==> config.mk <==
export PLATFORM = sky130hd
export DESIGN_NAME = pe_fxp_db
export DESIGN_NICKNAME = d
export VERILOG_FILES = /design/src/rtl/pe_pkg.sv /design/src/rtl/fxp_mac_sat.sv /design/src/rtl/pe_fxp_db.sv
export SDC_FILE = /design/constraint.sdc
export NUM_CORES = 1
export LEC_CHECK = 0
export BUFFER_PORTS_ARGS = -buffer_cell sky130_fd_sc_hd__buf_2
export CORE_MARGIN = 5
export CORE_UTILIZATION = 40
export CTS_BUF_LIST = sky130_fd_sc_hd__clkbuf_16
export CTS_CLUSTER_DIAMETER = 120
export DETAILED_ROUTE_END_ITERATION = 10
export HOLD_SLACK_MARGIN = 0.06
export SYNTH_ARGS = -nofsm -noshare
export SYNTH_HDL_FRONTEND = slang
export SYNTH_HIERARCHICAL = 1
export SYNTH_SLANG_ARGS = --single-unit
==> constraint.sdc <==
create_clock -name clk -period 14.65 [get_ports clk]
set_input_delay 1.465 -clock clk [delete_from_list [all_inputs] [get_ports clk]]
set_output_delay 1.465 -clock clk [all_outputs]
set_load 0.005 [all_outputs]
==> src/rtl/pe_pkg.sv <==
// Shared types, default widths and the saturation helper for the fixed-point PE family.
package pe_pkg;

  localparam int unsigned DEF_DATA_WIDTH = 16;
  localparam int unsigned DEF_FRAC_BITS  = 8;

  typedef enum logic {W_EMPTY, W_ARMED} w_state_t;

  // Clip a wide signed value into the range of a w-bit two's-complement number.
  function automatic logic signed [63:0] sat_trunc(input logic signed [63:0] v,
                                                   input int unsigned w);
    logic signed [63:0] hi;
    logic signed [63:0] lo;
    hi = (64'sd1 <<< (w - 1)) - 64'sd1;
    lo = -hi - 64'sd1;
    if (v > hi) return hi;
    if (v < lo) return lo;
    return v;
  endfunction

endpackage

==> src/rtl/fxp_mac_sat.sv <==
// Combinational fixed-point multiply, round-half-up, saturate and saturating accumulate.
module fxp_mac_sat
  import pe_pkg::*;
#(
  parameter int unsigned DATA_WIDTH = DEF_DATA_WIDTH,
  parameter int unsigned FRAC_BITS  = DEF_FRAC_BITS
) (
  input  logic signed [DATA_WIDTH-1:0] a,
  input  logic signed [DATA_WIDTH-1:0] w,
  input  logic signed [DATA_WIDTH-1:0] psum,
  output logic signed [DATA_WIDTH-1:0] sum,
  output logic                         ovf
);

  logic signed [63:0] prod;
  logic signed [63:0] rnd;
  logic signed [63:0] rnd_sat;
  logic signed [63:0] acc;
  logic signed [63:0] acc_sat;

  // 64-bit working width holds the full product for any DATA_WIDTH up to 32.
  always_comb begin
    prod    = 64'(a) * 64'(w);
    rnd     = (prod + (64'sd1 <<< (FRAC_BITS - 1))) >>> FRAC_BITS;
    rnd_sat = sat_trunc(rnd, DATA_WIDTH);
    acc     = rnd_sat + 64'(psum);
    acc_sat = sat_trunc(acc, DATA_WIDTH);
    sum     = DATA_WIDTH'(acc_sat);
    ovf     = (rnd_sat != rnd) || (acc_sat != acc);
  end

endmodule

==> src/rtl/pe_fxp_db.sv <==
// Weight-stationary fixed-point PE with double-buffered weights and same-cycle switch bypass.
// Optional sticky overflow flag output pe_ovf when PE_FXP_OVF_FLAG_EN is defined.
module pe_fxp_db
  import pe_pkg::*;
#(
  parameter int unsigned DATA_WIDTH = DEF_DATA_WIDTH,
  parameter int unsigned FRAC_BITS  = DEF_FRAC_BITS
) (
  input  logic                  clk,
  input  logic                  rst_n,
  input  logic                  pe_enabled,
  input  logic [DATA_WIDTH-1:0] pe_psum_in,
  input  logic [DATA_WIDTH-1:0] pe_weight_in,
  input  logic                  pe_accept_w_in,
  input  logic [DATA_WIDTH-1:0] pe_input_in,
  input  logic                  pe_valid_in,
  input  logic                  pe_switch_in,
  output logic [DATA_WIDTH-1:0] pe_psum_out,
  output logic [DATA_WIDTH-1:0] pe_weight_out,
  output logic                  pe_accept_w_out,
  output logic [DATA_WIDTH-1:0] pe_input_out,
  output logic                  pe_valid_out,
  output logic                  pe_switch_out,
  output logic                  pe_w_armed
`ifdef PE_FXP_OVF_FLAG_EN
  ,
  output logic                  pe_ovf
`endif
);

  w_state_t              state;
  w_state_t              state_d;
  logic [DATA_WIDTH-1:0] w_active;
  logic [DATA_WIDTH-1:0] w_active_d;
  logic [DATA_WIDTH-1:0] w_inactive;
  logic [DATA_WIDTH-1:0] w_inactive_d;
  logic                  promote_c;
  logic [DATA_WIDTH-1:0] w_eff_c;
  logic [DATA_WIDTH-1:0] mac_sum;
  logic                  mac_ovf;

  assign promote_c = pe_switch_in && (state == W_ARMED);
  assign w_eff_c   = promote_c ? w_inactive : w_active;

  fxp_mac_sat #(
    .DATA_WIDTH (DATA_WIDTH),
    .FRAC_BITS  (FRAC_BITS)
  ) u_mac (
    .a    (pe_input_in),
    .w    (w_eff_c),
    .psum (pe_psum_in),
    .sum  (mac_sum),
    .ovf  (mac_ovf)
  );

  // Weight buffer sequencing; a same-cycle accept always re-arms with the new weight.
  always_comb begin
    state_d      = state;
    w_active_d   = w_active;
    w_inactive_d = w_inactive;
    if (pe_enabled) begin
      if (promote_c) begin
        w_active_d = w_inactive;
      end
      if (pe_accept_w_in) begin
        w_inactive_d = pe_weight_in;
        state_d      = W_ARMED;
      end else if (pe_switch_in) begin
        state_d = W_EMPTY;
      end
    end
  end

  always_ff @(posedge clk or negedge rst_n) begin
    if (!rst_n) begin
      state      <= W_EMPTY;
      w_active   <= '0;
      w_inactive <= '0;
    end else begin
      state      <= state_d;
      w_active   <= w_active_d;
      w_inactive <= w_inactive_d;
    end
  end

  assign pe_w_armed = (state == W_ARMED);

  // Dataflow outputs; a disabled PE emits idles but keeps the last forwarded activation.
  always_ff @(posedge clk or negedge rst_n) begin
    if (!rst_n) begin
      pe_psum_out     <= '0;
      pe_weight_out   <= '0;
      pe_accept_w_out <= 1'b0;
      pe_input_out    <= '0;
      pe_valid_out    <= 1'b0;
      pe_switch_out   <= 1'b0;
    end else if (pe_enabled) begin
      pe_psum_out     <= pe_valid_in ? mac_sum : '0;
      pe_weight_out   <= pe_accept_w_in ? pe_weight_in : '0;
      pe_accept_w_out <= pe_accept_w_in;
      if (pe_valid_in) begin
        pe_input_out <= pe_input_in;
      end
      pe_valid_out    <= pe_valid_in;
      pe_switch_out   <= pe_switch_in;
    end else begin
      pe_psum_out     <= '0;
      pe_weight_out   <= '0;
      pe_accept_w_out <= 1'b0;
      pe_valid_out    <= 1'b0;
      pe_switch_out   <= 1'b0;
    end
  end

`ifdef PE_FXP_OVF_FLAG_EN
  // Sticky clip indicator, cleared only by reset.
  always_ff @(posedge clk or negedge rst_n) begin
    if (!rst_n) begin
      pe_ovf <= 1'b0;
    end else if (pe_enabled && pe_valid_in && mac_ovf) begin
      pe_ovf <= 1'b1;
    end
  end
`else
  logic unused_ovf;
  assign unused_ovf = mac_ovf;
`endif

endmodule

# --- After elaboration in Yosys (flattened, before gate mapping) ---
# Cells that the tools add are included.
op_classes:
  add_sub_neg: 2
  multipliers: 1
  n_lt_le_gt_ge: 4
  n_mux: 24
  reduce_logical: 5
ops:
  columns: ["op", "n"]
  rows:
  - ["64-bit 2-to-1 mux", 4]
  - ["16-bit 2-to-1 mux", 9]
  - ["64-bit by 16-bit adder with 64-bit output", 1]
  - ["64-bit by 16-bit greater-than comparator with 1-bit output (second input constant)", 1]
  - ["64-bit by 16-bit less-than comparator with 1-bit output (second input constant)", 1]
  - ["56-bit by 16-bit greater-than comparator with 1-bit output (second input constant)", 1]
  - ["56-bit by 16-bit less-than comparator with 1-bit output (second input constant)", 1]
  - ["32-bit by 9-bit adder with 33-bit output (second input constant)", 1]
  - ["16-bit by 16-bit multiplier with 32-bit output", 1]
  - ["1-bit 2-to-1 mux", 11]
  - ["2-bit AND reduction", 3]
  - ["2-bit nonzero test", 1]
  - ["1-bit logical AND", 1]
word_totals:
  regBits: 84
  output_inout_bits: 52
  elab_cells: 45

# --- Depth between registers and ports, before layout ---
logic_depth:
  ltp_word: 17
  depth_mapped: 55

# --- Cells and area by module ---
# The synthesis kept the hierarchy.
modules_own_cells:
  columns: ["mod", "instances", "cells_each", "area_each_um2", "seq_area_each_um2"]
  rows:
  - ["fxp_mac_sat", 1, 1556, 12861.1, 0.0]
  - ["pe_fxp_db", 1, 199, 3164.3, 2102.0]

# --- Worst setup path after synthesis ---
# Ideal clock, no wire load.
synth_timing:
  path_kind: "input to register"
  start: "input port pe_switch_in"
  end: "register pe_psum_out[10]"
  t_arrival_ps: 13162
  required_ps: 14530
  setup_slack_ps: 1369
  path_stages: 52
  n_path_buf: 5
  path_cell_list: "nand2_2 > buf_6 > mux2_2 > clkbuf_1 > and2_1 > fa_1 > inv_1 > fa_1 > inv_1 > fa_1 > fa_1 > fa_1 > inv_1 > fa_1 > inv_1 > ha_1 > clkbuf_1 > and3_1 > [16 not listed] > o21ai_0 > a21oi_1 > o21ai_0 > a21o_1 > a21o_1 > fa_1 > nor4b_1 > nand4_1 > nor3_1 > nand4_1 > nor2_1 > nand3_1 > nor4_1 > nand2_1 > ha_1 > clkbuf_1 > o21ai_0 > and3_1"
synth_via:
  elab_chain_cells: 17
  word_cells_on_any_way: 23
synth_lines:
  columns: ["element", "line", "source"]
  rows:
  - ["from (decl)", "pe_fxp_db.sv:17", "input logic pe_switch_in,"]
  - ["1-bit logical AND (*)", "pe_fxp_db.sv:42", "assign promote_c = pe_switch_in && (state == W_ARMED);"]
  - ["16-bit 2-to-1 mux (*)", null, null]
  - ["via w_eff_c[5]", "pe_fxp_db.sv:38", "logic [DATA_WIDTH-1:0] w_eff_c;"]
  - ["16-bit by 16-bit multiplier with 32-bit output (*)", "fxp_mac_sat.sv:23", "prod = 64'(a) * 64'(w);"]
  - ["32-bit by 9-bit adder with 33-bit output (*)", "fxp_mac_sat.sv:24", "rnd = (prod + (64'sd1 <<< (FRAC_BITS - 1))) >>> FRAC_BITS;"]
  - ["56-bit by 16-bit less-than comparator with 1-bit output", "pe_pkg.sv:17", "if (v < lo) return lo;"]
  - ["1-bit 2-to-1 mux (2 in series)", "pe_pkg.sv:17", null]
  - ["64-bit 2-to-1 mux", "pe_pkg.sv:18", "return v;"]
  - ["64-bit 2-to-1 mux (*)", "pe_pkg.sv:17", null]
  - ["64-bit by 16-bit adder with 64-bit output (*)", "fxp_mac_sat.sv:26", "acc = rnd_sat + 64'(psum);"]
  - ["64-bit by 16-bit less-than comparator with 1-bit output", "pe_pkg.sv:17", null]
  - ["1-bit 2-to-1 mux (2 in series)", "pe_pkg.sv:17", null]
  - ["16-bit 2-to-1 mux", "pe_pkg.sv:18", null]
  - ["16-bit 2-to-1 mux (*)", "pe_pkg.sv:17", null]
  - ["via mac_sum[10]", "pe_fxp_db.sv:39", "logic [DATA_WIDTH-1:0] mac_sum;"]
  - ["16-bit 2-to-1 mux (*)", "pe_fxp_db.sv:98", "pe_psum_out <= pe_valid_in ? mac_sum : '0;"]
  - ["16-bit 2-to-1 mux (*)", "pe_fxp_db.sv:97", "end else if (pe_enabled) begin"]
  - ["to (signal assigned)", "pe_fxp_db.sv:98", null]
  - ["to (decl)", "pe_fxp_db.sv:18", "output logic [DATA_WIDTH-1:0] pe_psum_out,"]
# The timed path passes the listed nets; every way through them passes the cells marked *. The select of a mux whose other input is x is not followed.
# A chain may end at the register's enable or synchronous reset.

# --- Final worst setup path ---
layout_timing:
  start: "input port pe_switch_in"
  end: "register pe_psum_out[12]"
# Same word-level chain as after synthesis.

==> impl_metrics.ini <==
[placement]
place.gp.congestion = 0.924
post-dp-hpwl_um = 32300
portBuffers = 105
dpl_worst_slack_ps = 206
place_area_mm2 = 0.0167

[worst_setup_path]
rr_startpoint = pe_w_armed
rrSetupSlack_ps = 1700
critPathSlowestCell = fa_1
reg2regPathDepth = 49
worst_setup_path_start_kind = input port
startpoint = pe_switch_in
slowest_delay_ps = 660
end_kind = flip-flop
critPathRequiredTime_ps = 14900
critical_path_class = input port to flip-flop
worstReg2RegEnd = pe_psum_out[12]
cp.arrival_ps = 13980
cp_common_cell = fa_1
crit_fanout = 16

[global_route]
overflow = 0
grt_max_degree = 56
grtUsageTotal_pct = 18.1
antenna_found_initial = 0
grt_first_pass_wirelength_um = 65100
first_global_vias = 12600

[worst_hold_path]
hold_start = w_active[0]
holdPathEnd = w_active[0]
hold_depth = 1
hold_path_class = flip-flop to flip-flop

[detailed_routing]
initialDrtViolationCount = 556
drtAntennaViolNets = 0
drcViolationCount = 0
wl_um = 38400
dr.pass1.iters = 7
wire_per_inst_um = 16.7
vias_per_cell = 5.15
route.vias.total = 11800

[finish]
drive_gt1_share_pct = 10.9
nNetsFinal = 2205
stdcell_area_mm2 = 0.0170
syn2layout_area_growth_pct = 7.94

[run_status]
status = complete, no violations

[timing]
slew_headroom_pct = 46.1
rsz0062_at_grt = false
fin_crit_ps = 13730
postLayoutSetupSlackWorst_ps = 923
finalHoldViolCount = 0
max_freq_mhz = 72.8
timing.final.max_slew_violations = 0
period_share_pct = 93.7
worst_pin_slew_ps = 801
skew_ps = 11.7
setup_viol = 0
setup_tns_ps = 0

[floorplanning]
fp.dieW_um = 208
rows = 72
initial_utilization_pct = 40.6
io_pins = 106
core_mm2 = 0.0387
die_h_um = 208
die_area_mm2 = 0.0434

[cts]
cts_tree = done
clk_pin_slew_ps = 70
cts_buffers = 9
cts.path.max_buffers = 2
clock-sinks = 84
htreeDepth = 3
cts_hold_buf = 0
clock_latency_ps = 360
cts_root_buf = clkbuf_16

[logic_synthesis]
syn_area_mm2 = 0.0157
syn-instance-count = 1710
syn_avg_cell_area_um2 = 9.20
syn-num-nets = 2147
ys_warn_count = 6

[job]
maxCapViolCount = 0
routing by layer:
layer	GRT usage, %	up-vias	share of wire (%)
li1	-	5505	-
met1	24.3	6033	44
met2	31.8	231	51
met3	2.06	40	3.6
met4	3.85	0	1.5
met5	0	-	0
critical path, delay by kind of cell:
kind	cells	cell delay (ps)
compound gates	14	2750
fa+ha+maj	12	5740
simple gates	15	2520
buf+inv	7	700
xor+xnor	1	240
mux	1	510
sequential cells by signal, summed over array words and instances, names as in the netlist:
name             count
pe_weight_out       16
w_inactive          16
w_active            16
pe_psum_out         16
pe_input_out        16
pe_switch_out        1
pe_accept_w_out      1
pe_valid_out         1
pe_w_armed           1
repair_timing:
action | in CTS | in global routing
buffers inserted | 0 | 1
endpoints found under the hold margin | 0 | 0
endpoints found under the setup margin | 0 | 16
resized for setup | 0 | 7
cell usage in the layout (no fill, tap or decap), types with 9 or more instances in the layout:
| master | count |
|---|---|
| xnor2_1 | 32 |
| nand4_1 | 10 |
| clkbuf_16 | 9 |
| nor2_1 | 52 |
| dfrtp_1 | 84 |
| xor2_1 | 17 |
| o21ai_0 | 67 |
| buf_2 | 104 |
| mux2_4 | 19 |
| fa_1 | 276 |
| ha_1 | 105 |
| o211ai_1 | 10 |
| a21o_1 | 31 |
| and3_1 | 44 |
| mux2_2 | 29 |
| nor3_1 | 20 |
| o21bai_1 | 9 |
| a21oi_1 | 47 |
| o21a_1 | 13 |
| inv_1 | 358 |
| and2_1 | 125 |
| nand2_1 | 174 |
| nand3_1 | 18 |
stage by stage:
| step | hold WS (ps) | utilization [%] | cells |
|---|---|---|---|
| final | 502 | 43.8 | 2292 |
| after global routing | 515 | 43.8 | 2291 |
| after CTS | 506 | 43.7 | 2290 |
| after detailed placement | 490 | 43.0 | 2274 |
| after global placement | 481 | 43.0 | 2274 |
| after floorplan | 464 | - | 1710 |
worst max path at each step:
| stage | slack [ps] | endpoint | depth (start not counted) |
|---|---|---|---|
| 2_1_floorplan | 1510 | pe_psum_out[10] | 52 |
| 3_3_place_gp | 470 | pe_psum_out[12] | 49 |
| 3_5_place_dp | 210 | pe_psum_out[13] | 49 |
| 4_1_cts | 550 | pe_psum_out[13] | 49 |
| 5_1_grt | 20 | pe_psum_out[8] | 50 |
| 6_report | 920 | pe_psum_out[12] | 50 |
area by class of cell:
| type | instances | area, um^2 |
|---|---|---|
| Fill cell | 3885 | 21800 |
| Multi-Input combinational cell | 1204 | 12000 |
| Sequential cell | 84 | 2100 |
| Inverter | 359 | 1360 |
| Tap cell | 518 | 648 |
| Timing Repair Buffer | 110 | 578 |
| Clock buffer | 9 | 225 |
| Clock inverter | 7 | 51.3 |
| Antenna cell | 1 | 2.50 |
Power is not shown: default switching activity piles up to over one toggle a cycle in this logic, so the estimate is an artifact.
